`src/rtl/uart_byte_port.sv`:
```
// uart_byte_port: byte-wide request/ack port in front of an 8N1 UART.
// TX bytes are buffered in a FIFO and serialised on Tx; bytes deserialised
// from Rx are buffered in a second FIFO that the controller drains.
module uart_byte_port #(
   parameter int CLK_DIV     = 868,
   parameter int FIFO_ADDR_L = 4
) (
   input  logic       clk,
   input  logic       rst,
   input  logic [7:0] u_din,
   input  logic       u_we,
   output logic       u_wack,
   output logic       u_wa,
   output logic [7:0] u_dout,
   input  logic       u_re,
   output logic       u_rack,
   output logic       u_ra,
   output logic       Tx,
   input  logic       Rx,
   output logic       frame_err,
   output logic       rx_ovf
);

   localparam int DEPTH = 1 << FIFO_ADDR_L;
   localparam int CW    = (CLK_DIV > 1) ? $clog2(CLK_DIV) : 1;
   localparam logic [CW-1:0]          BIT_LAST  = CW'(CLK_DIV - 1);
   localparam logic [CW-1:0]          HALF_LAST = CW'(CLK_DIV / 2 - 1);
   localparam logic [CW-1:0]          CNT_STEP  = CW'(1);
   localparam logic [FIFO_ADDR_L:0]   CNT_FULL  = (FIFO_ADDR_L + 1)'(DEPTH);
   localparam logic [FIFO_ADDR_L:0]   CNT_ONE   = (FIFO_ADDR_L + 1)'(1);
   localparam logic [FIFO_ADDR_L-1:0] PTR_ONE   = FIFO_ADDR_L'(1);

   typedef enum logic [1:0] {IDLE, START, DATA, STOP} state_t;

   // ---------------- TX FIFO ----------------
   logic [7:0]             tx_mem [DEPTH];
   logic [FIFO_ADDR_L-1:0] tx_wr_ptr, tx_rd_ptr;
   logic [FIFO_ADDR_L:0]   tx_count, tx_count_next;
   logic                   tx_push, tx_pop;

   // The ~u_wack term stops a still-held u_we from pushing twice.
   assign tx_push = u_we & ~u_wack & u_wa;

   // TX occupancy after this cycle's push/pop.
   always_comb begin
      tx_count_next = tx_count;
      if (tx_push) tx_count_next = tx_count_next + CNT_ONE;
      if (tx_pop)  tx_count_next = tx_count_next - CNT_ONE;
   end

   // TX FIFO storage write port.
   always_ff @(posedge clk) begin
      if (tx_push) tx_mem[tx_wr_ptr] <= u_din;
   end

   // TX FIFO pointers, count, space flag and write ack.
   always_ff @(posedge clk) begin
      if (rst) begin
         tx_wr_ptr <= '0;
         tx_rd_ptr <= '0;
         tx_count  <= '0;
         u_wa      <= 1'b1;
         u_wack    <= 1'b0;
      end else begin
         if (tx_push) tx_wr_ptr <= tx_wr_ptr + PTR_ONE;
         if (tx_pop)  tx_rd_ptr <= tx_rd_ptr + PTR_ONE;
         tx_count <= tx_count_next;
         u_wa     <= (tx_count_next != CNT_FULL);
         u_wack   <= tx_push;
      end
   end

   // ---------------- TX serialiser ----------------
   state_t        tx_state, tx_state_next;
   logic [CW-1:0] tx_bit_cnt, tx_bit_cnt_next;
   logic [2:0]    tx_bit_idx, tx_bit_idx_next;
   logic [7:0]    tx_shift;
   logic          tx_shift_en;

   // TX FSM state register.
   always_ff @(posedge clk) begin
      if (rst) begin
         tx_state   <= IDLE;
         tx_bit_cnt <= '0;
         tx_bit_idx <= '0;
      end else begin
         tx_state   <= tx_state_next;
         tx_bit_cnt <= tx_bit_cnt_next;
         tx_bit_idx <= tx_bit_idx_next;
      end
   end

   // TX FSM next state: each state lasts CLK_DIV cycles; IDLE pops the FIFO.
   always_comb begin
      tx_state_next   = tx_state;
      tx_bit_cnt_next = tx_bit_cnt + CNT_STEP;
      tx_bit_idx_next = tx_bit_idx;
      tx_pop          = 1'b0;
      tx_shift_en     = 1'b0;
      unique case (tx_state)
         IDLE: begin
            tx_bit_cnt_next = '0;
            if (tx_count != '0) begin
               tx_pop        = 1'b1;
               tx_state_next = START;
            end
         end
         START: begin
            if (tx_bit_cnt == BIT_LAST) begin
               tx_bit_cnt_next = '0;
               tx_bit_idx_next = '0;
               tx_state_next   = DATA;
            end
         end
         DATA: begin
            if (tx_bit_cnt == BIT_LAST) begin
               tx_bit_cnt_next = '0;
               tx_shift_en     = 1'b1;
               tx_bit_idx_next = tx_bit_idx + 3'd1;
               if (tx_bit_idx == 3'd7) tx_state_next = STOP;
            end
         end
         STOP: begin
            if (tx_bit_cnt == BIT_LAST) begin
               tx_bit_cnt_next = '0;
               tx_state_next   = IDLE;
            end
         end
         default: tx_state_next = IDLE;
      endcase
   end

   // Shift register loads straight from the FIFO array (registered read).
   always_ff @(posedge clk) begin
      if (tx_pop)           tx_shift <= tx_mem[tx_rd_ptr];
      else if (tx_shift_en) tx_shift <= {1'b0, tx_shift[7:1]};
   end

   // Registered line driver, one cycle behind the FSM state.
   always_ff @(posedge clk) begin
      if (rst) Tx <= 1'b1;
      else begin
         unique case (tx_state)
            START:   Tx <= 1'b0;
            DATA:    Tx <= tx_shift[0];
            default: Tx <= 1'b1;
         endcase
      end
   end

   // ---------------- RX deserialiser ----------------
   logic          rx_meta, rx_sync, rx_prev;
   state_t        rx_state, rx_state_next;
   logic [CW-1:0] rx_bit_cnt, rx_bit_cnt_next;
   logic [2:0]    rx_bit_idx, rx_bit_idx_next;
   logic [7:0]    rx_shift;
   logic          rx_shift_en, rx_done;

   // Two-flop synchroniser plus a delayed copy for start-edge detection.
   always_ff @(posedge clk) begin
      if (rst) begin
         rx_meta <= 1'b1;
         rx_sync <= 1'b1;
         rx_prev <= 1'b1;
      end else begin
         rx_meta <= Rx;
         rx_sync <= rx_meta;
         rx_prev <= rx_sync;
      end
   end

   // RX FSM state register.
   always_ff @(posedge clk) begin
      if (rst) begin
         rx_state   <= IDLE;
         rx_bit_cnt <= '0;
         rx_bit_idx <= '0;
      end else begin
         rx_state   <= rx_state_next;
         rx_bit_cnt <= rx_bit_cnt_next;
         rx_bit_idx <= rx_bit_idx_next;
      end
   end

   // RX FSM: mid-bit sampling; STOP returns to IDLE right after its sample.
   always_comb begin
      rx_state_next   = rx_state;
      rx_bit_cnt_next = rx_bit_cnt + CNT_STEP;
      rx_bit_idx_next = rx_bit_idx;
      rx_shift_en     = 1'b0;
      rx_done         = 1'b0;
      unique case (rx_state)
         IDLE: begin
            rx_bit_cnt_next = '0;
            if (rx_prev && !rx_sync) rx_state_next = START;
         end
         START: begin
            if (rx_bit_cnt == HALF_LAST) begin
               rx_bit_cnt_next = '0;
               rx_bit_idx_next = '0;
               rx_state_next   = rx_sync ? IDLE : DATA;
            end
         end
         DATA: begin
            if (rx_bit_cnt == BIT_LAST) begin
               rx_bit_cnt_next = '0;
               rx_shift_en     = 1'b1;
               rx_bit_idx_next = rx_bit_idx + 3'd1;
               if (rx_bit_idx == 3'd7) rx_state_next = STOP;
            end
         end
         STOP: begin
            if (rx_bit_cnt == BIT_LAST) begin
               rx_bit_cnt_next = '0;
               rx_done         = 1'b1;
               rx_state_next   = IDLE;
            end
         end
         default: rx_state_next = IDLE;
      endcase
   end

   // Data bits arrive LSB first, so shift in from the top.
   always_ff @(posedge clk) begin
      if (rx_shift_en) rx_shift <= {rx_sync, rx_shift[7:1]};
   end

   // ---------------- RX FIFO ----------------
   logic [7:0]             rx_mem [DEPTH];
   logic [FIFO_ADDR_L-1:0] rx_wr_ptr, rx_rd_ptr;
   logic [FIFO_ADDR_L:0]   rx_count, rx_count_next;
   logic                   rx_push, rx_pop;

   // Full test uses the pre-pop count: a same-cycle read does not save the byte.
   assign rx_push = rx_done & rx_sync & (rx_count != CNT_FULL);
   assign rx_pop  = u_re & ~u_rack & u_ra;

   // RX occupancy after this cycle's push/pop.
   always_comb begin
      rx_count_next = rx_count;
      if (rx_push) rx_count_next = rx_count_next + CNT_ONE;
      if (rx_pop)  rx_count_next = rx_count_next - CNT_ONE;
   end

   // RX FIFO storage write port.
   always_ff @(posedge clk) begin
      if (rx_push) rx_mem[rx_wr_ptr] <= rx_shift;
   end

   // RX FIFO pointers, count, read data/ack and error pulses.
   always_ff @(posedge clk) begin
      if (rst) begin
         rx_wr_ptr <= '0;
         rx_rd_ptr <= '0;
         rx_count  <= '0;
         u_ra      <= 1'b0;
         u_rack    <= 1'b0;
         u_dout    <= '0;
         frame_err <= 1'b0;
         rx_ovf    <= 1'b0;
      end else begin
         if (rx_push) rx_wr_ptr <= rx_wr_ptr + PTR_ONE;
         if (rx_pop) begin
            rx_rd_ptr <= rx_rd_ptr + PTR_ONE;
            u_dout    <= rx_mem[rx_rd_ptr];
         end
         rx_count  <= rx_count_next;
         u_ra      <= (rx_count_next != '0);
         u_rack    <= rx_pop;
         frame_err <= rx_done & ~rx_sync;
         rx_ovf    <= rx_done & rx_sync & (rx_count == CNT_FULL);
      end
   end

endmodule

```
`config.mk`:
```
export PLATFORM = sky130hd
export DESIGN_NAME = uart_byte_port
export DESIGN_NICKNAME = d
export VERILOG_FILES = /design/src/rtl/uart_byte_port.sv
export SDC_FILE = /design/constraint.sdc
export NUM_CORES = 1
export LEC_CHECK = 0
export CAP_MARGIN = 0
export CORE_MARGIN = 2
export CORE_UTILIZATION = 66
export CTS_CLUSTER_DIAMETER = 80
export DETAILED_ROUTE_END_ITERATION = 10
export GPL_TIMING_DRIVEN = 0
export HOLD_SLACK_MARGIN = 0.02
export PLACE_DENSITY = 0.95
export RECOVER_POWER = 100
export SETUP_SLACK_MARGIN = 0.05
export SYNTH_ARGS = -nofsm -noshare
export SYNTH_HDL_FRONTEND = slang
export SYNTH_SLANG_ARGS = --single-unit
```
`constraint.sdc`:
```
create_clock -name clk -period 6.3 [get_ports clk]
set_input_delay 1.26 -clock clk [delete_from_list [all_inputs] [get_ports clk]]
set_output_delay 1.26 -clock clk [all_outputs]
set_load 0.01 [all_outputs]
```
==> reports/metrics.yaml, run 1 <==
dpl.hpwl_um: 18700
r2r_slack_ps: 2540
synth_edf_count: 272
slew_violations: 28
powerDensity_nw_per_um2: 375
synthXorXnorAreaFrac_pct: 2.90
seqCellArea_um2: 9730
synth-adder-area-share_pct: 2.43
setup_viol: 0
synth-compound-area-share_pct: 1.64
synth-seq-cells: 350
ctsHoldBuffers: 0
fin_nets: 950
htree_num_levels: 2
routed.top_layer: "met4"
core_area_um2: 20800
final_cell_mix: "272 x edfxtp_1, 90 x nor2_1, 81 x nand2_1"
utilization_pct: 75.1
maxCapViolations: 4
io_pins: 28
cp_top_family: "simple AND/OR/NAND/NOR gates"
layout_min_cycle_time_ps: 3930
irDropWorstVdd_v: 0.000232
p_leak_nw: 5.09
tightest_slew_ps: 1750
clkTransAtPathRegs_ps: 70
rsz0062_at_grt: "no"
multi_input_area_um2: 3930
fin_skew_ps: 30.3
end_kind: "register"
hold_ws_ps: 435
cts_buffers: 35
n_antenna_cell: 0
fillCellCount: 1118
critPathRequiredTime_ps: 6400
met3_length_um: 2460
clockBufferDepth: 3
dpl.cell_count: 1148
synthSimpleGateAreaFrac_pct: 8.04
setup_tns_ps: 0
yosysSeqAreaShare_pct: 70.0
root_buffer: "clkbuf_16"
drtAntennaViolNets: 0
cp_slowest_cell: "nor3_1"
wire_per_inst_um: 25.8
crit_top_cell: "clkbuf_1"
cp_max_fo: 10
max_stage_delay_ps: 1180
clock_sinks: 350
cts_tree: "built"
fp-row-count: 53
clock_latency_ps: 520
drt-total-wl_um: 31200
path_buf_inv: 3
dr_wl_met2_um: 16400
io_buffers: 27
async_reset_ff_share_pct: 0
grt_pass1_vias: 8184
slew_headroom_pct: -17.8
critPathArrivalTime_ps: 4040
drc: 0
grt-ovfl-total: 0
start_util_pct: 66.8
cts_setup_buffers: 0
final_cells: 1211
worst-setup-path-type: "in2reg"
post_cts_resized: 0
vias: 7871
vias_per_cell: 6.50
startpoint_type: "primary input"
clock.fmax_mhz: 254
final_common_cell: "edfxtp_1"
area_growth_pct: 12.5
crit_chain: "dlygate4sd3_1 -> and3b_1 -> clkbuf_1 -> clkbuf_1 -> nand2_1 -> nor3_1"
place.gp.congestion: 0.813
synth_top_family_by_area: "multiplexers"
hold_class: "reg2reg"
synth_cell_types: 51
drive_gt1_share_pct: 15.5
ys.flop_type: "edfxtp_1"
die_area_um2: 22200
antenna_found_initial: 0
grt_use_total_pct: 29.3
violations: "capacitance limit, slew limit"
fp.dieH_um: 149
synthMuxAreaShare_pct: 13.3
grt_pass1_wl_um: 47500
drtPass1Iterations: 7
grt_max_degree: 18
synth.avg_cell_area_um2: 16.4
fin_crit_sh_pct: 62.5
p_total_w: 0.00587
finalHoldViolCount: 0
synthCells: 846
syn_nets: 886
drt_iter0_markers: 854
die_w_um: 149
status: "finished, violations left"
wl_met1_um: 11400
yosys_warnings: 0
syn_area_um2: 13900
-- worst register-to-register path, delay by kind of cell (launching register included) --
family	cells	cell delay [ps]
flip-flops	1	400
AND/OR/NAND/NOR	5	2680
adder cells (fa/ha/maj)	1	240
-- report_power, final --
part | internal [W] | switching (W)
clock | 0.00120 | 0.000859
sequential | 0.00262 | 0.0000674
combinational | 0.000495 | 0.000638
-- final timing paths --
| kind | to | from | depth (start not counted) |
|---|---|---|---|
| max reg2reg | rx_mem[2][0] | rx_bit_cnt[0] | 6 |
| min | rx_sync | rx_meta | 1 |
| max | tx_mem[1][3] | u_we | 6 |
| min reg2reg | rx_sync | rx_meta | 1 |
-- cells in the mapped netlist, types with 3 or more instances --
| library cell | n | share of area, % |
|---|---|---|
| edfxtp_1 | 272 | 59 |
| nor2_1 | 90 | 2.4 |
| nand2_1 | 81 | 2.2 |
| mux4_2 | 80 | 13 |
| dfxtp_1 | 78 | 11 |
| clkbuf_1 | 27 | 0.73 |
| ha_1 | 27 | 2.4 |
| xnor2_1 | 26 | 1.6 |
| a21oi_1 | 20 | 0.72 |
| xor2_1 | 20 | 1.3 |
| inv_1 | 17 | 0.46 |
| nand3_1 | 15 | 0.54 |
| nor3_1 | 12 | 0.43 |
| nand4_1 | 11 | 0.50 |
| buf_1 | 6 | 0.16 |
| and3_1 | 5 | 0.23 |
| mux2i_1 | 5 | 0.36 |
| nand2b_1 | 5 | 0.23 |
| and2_1 | 4 | 0.18 |
| buf_2 | 4 | 0.14 |
| or2_2 | 4 | 0.18 |
| o21ai_0 | 3 | 0.11 |
-- logic make-up after synthesis --
logic type,count (synthesis)
AND/OR/NAND/NOR,244
XOR/XNOR,46
buffers and inverters,58
AO/OA/AOI/OAI,36
adder cells (fa/ha/maj),27
flip-flops,350
multiplexers,85
-- layout make-up --
cell class	instances	area share [%]
clock buffer	46	6.33
inverter	18	0.432
tap	275	2.20
sequential	350	62.2
timing repair buffer	27	1.73
clock inverter	17	0.960
multi-input combinational	438	25.1
buffer	40	1.01
-- sequential cells by signal, summed over array words and instances (netlist names), 8 cells and up, named ones only --
| signal | flops |
|---|---|
| rx_mem | 128 |
| tx_mem | 128 |
| rx_bit_cnt | 10 |
| tx_bit_cnt | 10 |
| rx_shift | 8 |
| tx_shift | 8 |
| u_dout | 8 |
-- per-stage QoR --
stage               setup slack [ps]  instance area [um^2]
floorplan                       3190                 13900
global placement                2160                 14500
CTS                             2480                 15700
global route                    2270                 15600
finish                          2370                 15600
detailed placement              2040                 14500
-- per-layer routing --
layer	GRT usage (%)	vias to the layer above
met1	37.4	3971
li1	-	3336
met2	51.4	473
met3	5.05	91
met5	0	-
met4	9.95	0
Power figures use the tool's default switching activity.
==> run 2: changes to the inputs <==
--- a/config.mk
+++ b/config.mk
@@ -7,12 +7,12 @@
 export LEC_CHECK = 0
 export CAP_MARGIN = 0
 export CORE_MARGIN = 2
-export CORE_UTILIZATION = 66
+export CORE_UTILIZATION = 62
 export CTS_CLUSTER_DIAMETER = 80
 export DETAILED_ROUTE_END_ITERATION = 10
 export GPL_TIMING_DRIVEN = 0
 export HOLD_SLACK_MARGIN = 0.02
-export PLACE_DENSITY = 0.95
+export PLACE_DENSITY = 0.9
 export RECOVER_POWER = 100
 export SETUP_SLACK_MARGIN = 0.05
 export SYNTH_ARGS = -nofsm -noshare
==> constraint.sdc (replaced) <==
create_clock -name clk -period 3.92 [get_ports clk]
set_input_delay 0.784 -clock clk [delete_from_list [all_inputs] [get_ports clk]]
set_output_delay 0.784 -clock clk [all_outputs]
set_load 0.01 [all_outputs]
==> run 2 against run 1 <==
Compared with the run above: routed wire length fell by 4.2%; core utilization fell by 3.8 points; combinational power rose by 59%; final cell count rose by 0.50%; critical path type is now reg2reg; the flow still finishes with violations (capacitance limit, slew limit); die area rose by 6.3%; clock skew fell by 12 ps; first-iteration DRC count fell by 9.3%; worst hold slack got worse by 9.3 ps; sequential power rose by 61%; clock power rose by 58%; critical path depth did not move.
==> reports/metrics.yaml, run 2 (synthesis results as in run 1) <==
status: "finished, violations left"
violations: "capacitance limit, slew limit"
place.gp.congestion: 0.820
core_area_um2: 21900
timing.rr.start: "rx_bit_cnt[0]"
startpoint_type: "register"
cp_slowest_cell: "nor3_1"
fp.dieH_um: 154
die_area_um2: 23600
endpoint: "rx_mem[1][0]"
slew_headroom_pct: -1.46
seqCellArea_um2: 9730
maxCapViolations: 3
io_pins: 28
p_leak_nw: 5.07
start_util_pct: 63.5
clock_latency_ps: 530
final_cells: 1217
finalHoldViolCount: 0
dpl.hpwl_um: 17700
post_cts_resized: 0
htree_num_levels: 2
vias: 7738
cts_tree: "built"
die_w_um: 154
critPathRequiredTime_ps: 4040
setup_tns_ps: 0
fin_crit_sh_pct: 88.0
clock.fmax_mhz: 290
r2r_slack_ps: 470
cts_buffers: 35
hold_class: "reg2reg"
drive_gt1_share_pct: 15.0
drt-total-wl_um: 29900
area_growth_pct: 12.3
dp_slack_ps: 148
clkTransAtPathRegs_ps: 60
critPathArrivalTime_ps: 3580
n_antenna_cell: 0
fillCellCount: 1278
drc: 0
grt_pass1_wl_um: 46500
end_kind: "register"
rsz0062_at_grt: "no"
dpl.cell_count: 1153
final_common_cell: "edfxtp_1"
grt_pass1_vias: 7956
irDropWorstVdd_v: 0.000451
clockBufferDepth: 3
drtPass1Iterations: 5
timing.rr.end: "rx_mem[1][0]"
wire_per_inst_um: 24.6
path_buf_inv: 0
drt_iter0_markers: 775
multi_input_area_um2: 3930
cp.depth: 6
fin_skew_ps: 18.4
grt-ovfl-total: 0
drtAntennaViolNets: 0
root_buffer: "clkbuf_16"
layout_min_cycle_time_ps: 3450
critPathLaunch: "rx_bit_cnt[0]"
ctsHoldBuffers: 0
cp_top_family: "simple AND/OR/NAND/NOR gates"
worst-setup-path-type: "reg2reg"
fp-row-count: 54
cts_setup_buffers: 0
tightest_slew_ps: 1510
top_regs: "rx_mem (128), tx_mem (128)"
fin_nets: 950
vias_per_cell: 6.36
grt_use_total_pct: 26.0
final_cell_mix: "272 x edfxtp_1, 90 x nor2_1, 81 x nand2_1"
grt_max_degree: 18
timing.final.ws_setup_ps: 469
powerDensity_nw_per_um2: 598
reg2regPathDepth: 6
cp_max_fo: 8
antenna_found_initial: 0
max_stage_delay_ps: 1190
clock_sinks: 350
crit_chain: "ha_1 -> and4b_1 -> nand3_1 -> nor2_1 -> nand2_1 -> nor3_1"
hold_ws_ps: 426
setup_viol: 0
io_buffers: 27
slew_violations: 10
-- run 2: cell types whose count changed in the layout (fill, tap and decap cells not counted), sizes merged --
cell    delta
buf        -1
clkbuf     +2
-- run 2: per-stage QoR --
step                area (um^2)  utilization (%)  total power (W)
floorplan                 13900                -          0.00565
global placement          14500             66.3          0.00606
detailed placement        14500             66.3          0.00613
CTS                       15600             71.4          0.00938
global route              15600             71.3          0.00966
finish                    15600             71.3          0.00934
-- run 2: power breakdown --
part | switching [W] | internal, W | leakage [nW]
logic | 0.00100 | 0.000796 | 1.45
clock network | 0.00137 | 0.00186 | 0.537
registers | 0.000109 | 0.00420 | 3.09
total | 0.00248 | 0.00686 | 5.07
-- run 2: per-layer routing --
metal  up-vias  GRT usage (%)  routed length (um)
met5         -              0                   0
met4         0           8.87                 848
met3        68           4.20                2270
met2       428           44.2               15400
met1      3911           34.7               11400
li1       3331              -                   -
-- run 2: area by class of cell --
cell class                 count  area share (%)
buffer                        40            1.01
clock buffer                  47            6.16
clock inverter                17           0.914
inverter                      18           0.433
multi-input combinational    438            25.2
sequential                   350            62.3
tap                          280            2.24
timing repair buffer          27            1.73
-- run 2: how the worst min path moves through the flow --
| stage | start | endpoint | slack (ps) | depth (start not counted) |
|---|---|---|---|---|
| after floorplan | rx_meta | rx_sync | 390 | 1 |
| after global placement | rx_meta | rx_sync | 400 | 1 |
| after detailed placement | rx_meta | rx_sync | 410 | 1 |
| after CTS | rx_meta | rx_sync | 430 | 1 |
| after global routing | rx_meta | rx_sync | 440 | 1 |
| final | rx_meta | rx_sync | 430 | 1 |
==> run 3: changes to the inputs <==
--- a/config.mk
+++ b/config.mk
@@ -5,6 +5,7 @@
 export SDC_FILE = /design/constraint.sdc
 export NUM_CORES = 1
 export LEC_CHECK = 0
+export ABC_CLOCK_PERIOD_IN_PS = 3920
 export CAP_MARGIN = 0
 export CORE_MARGIN = 2
 export CORE_UTILIZATION = 62
==> results of run 3 <==
Same layout as run 2: the final DEF is identical, and so are final timing and power.
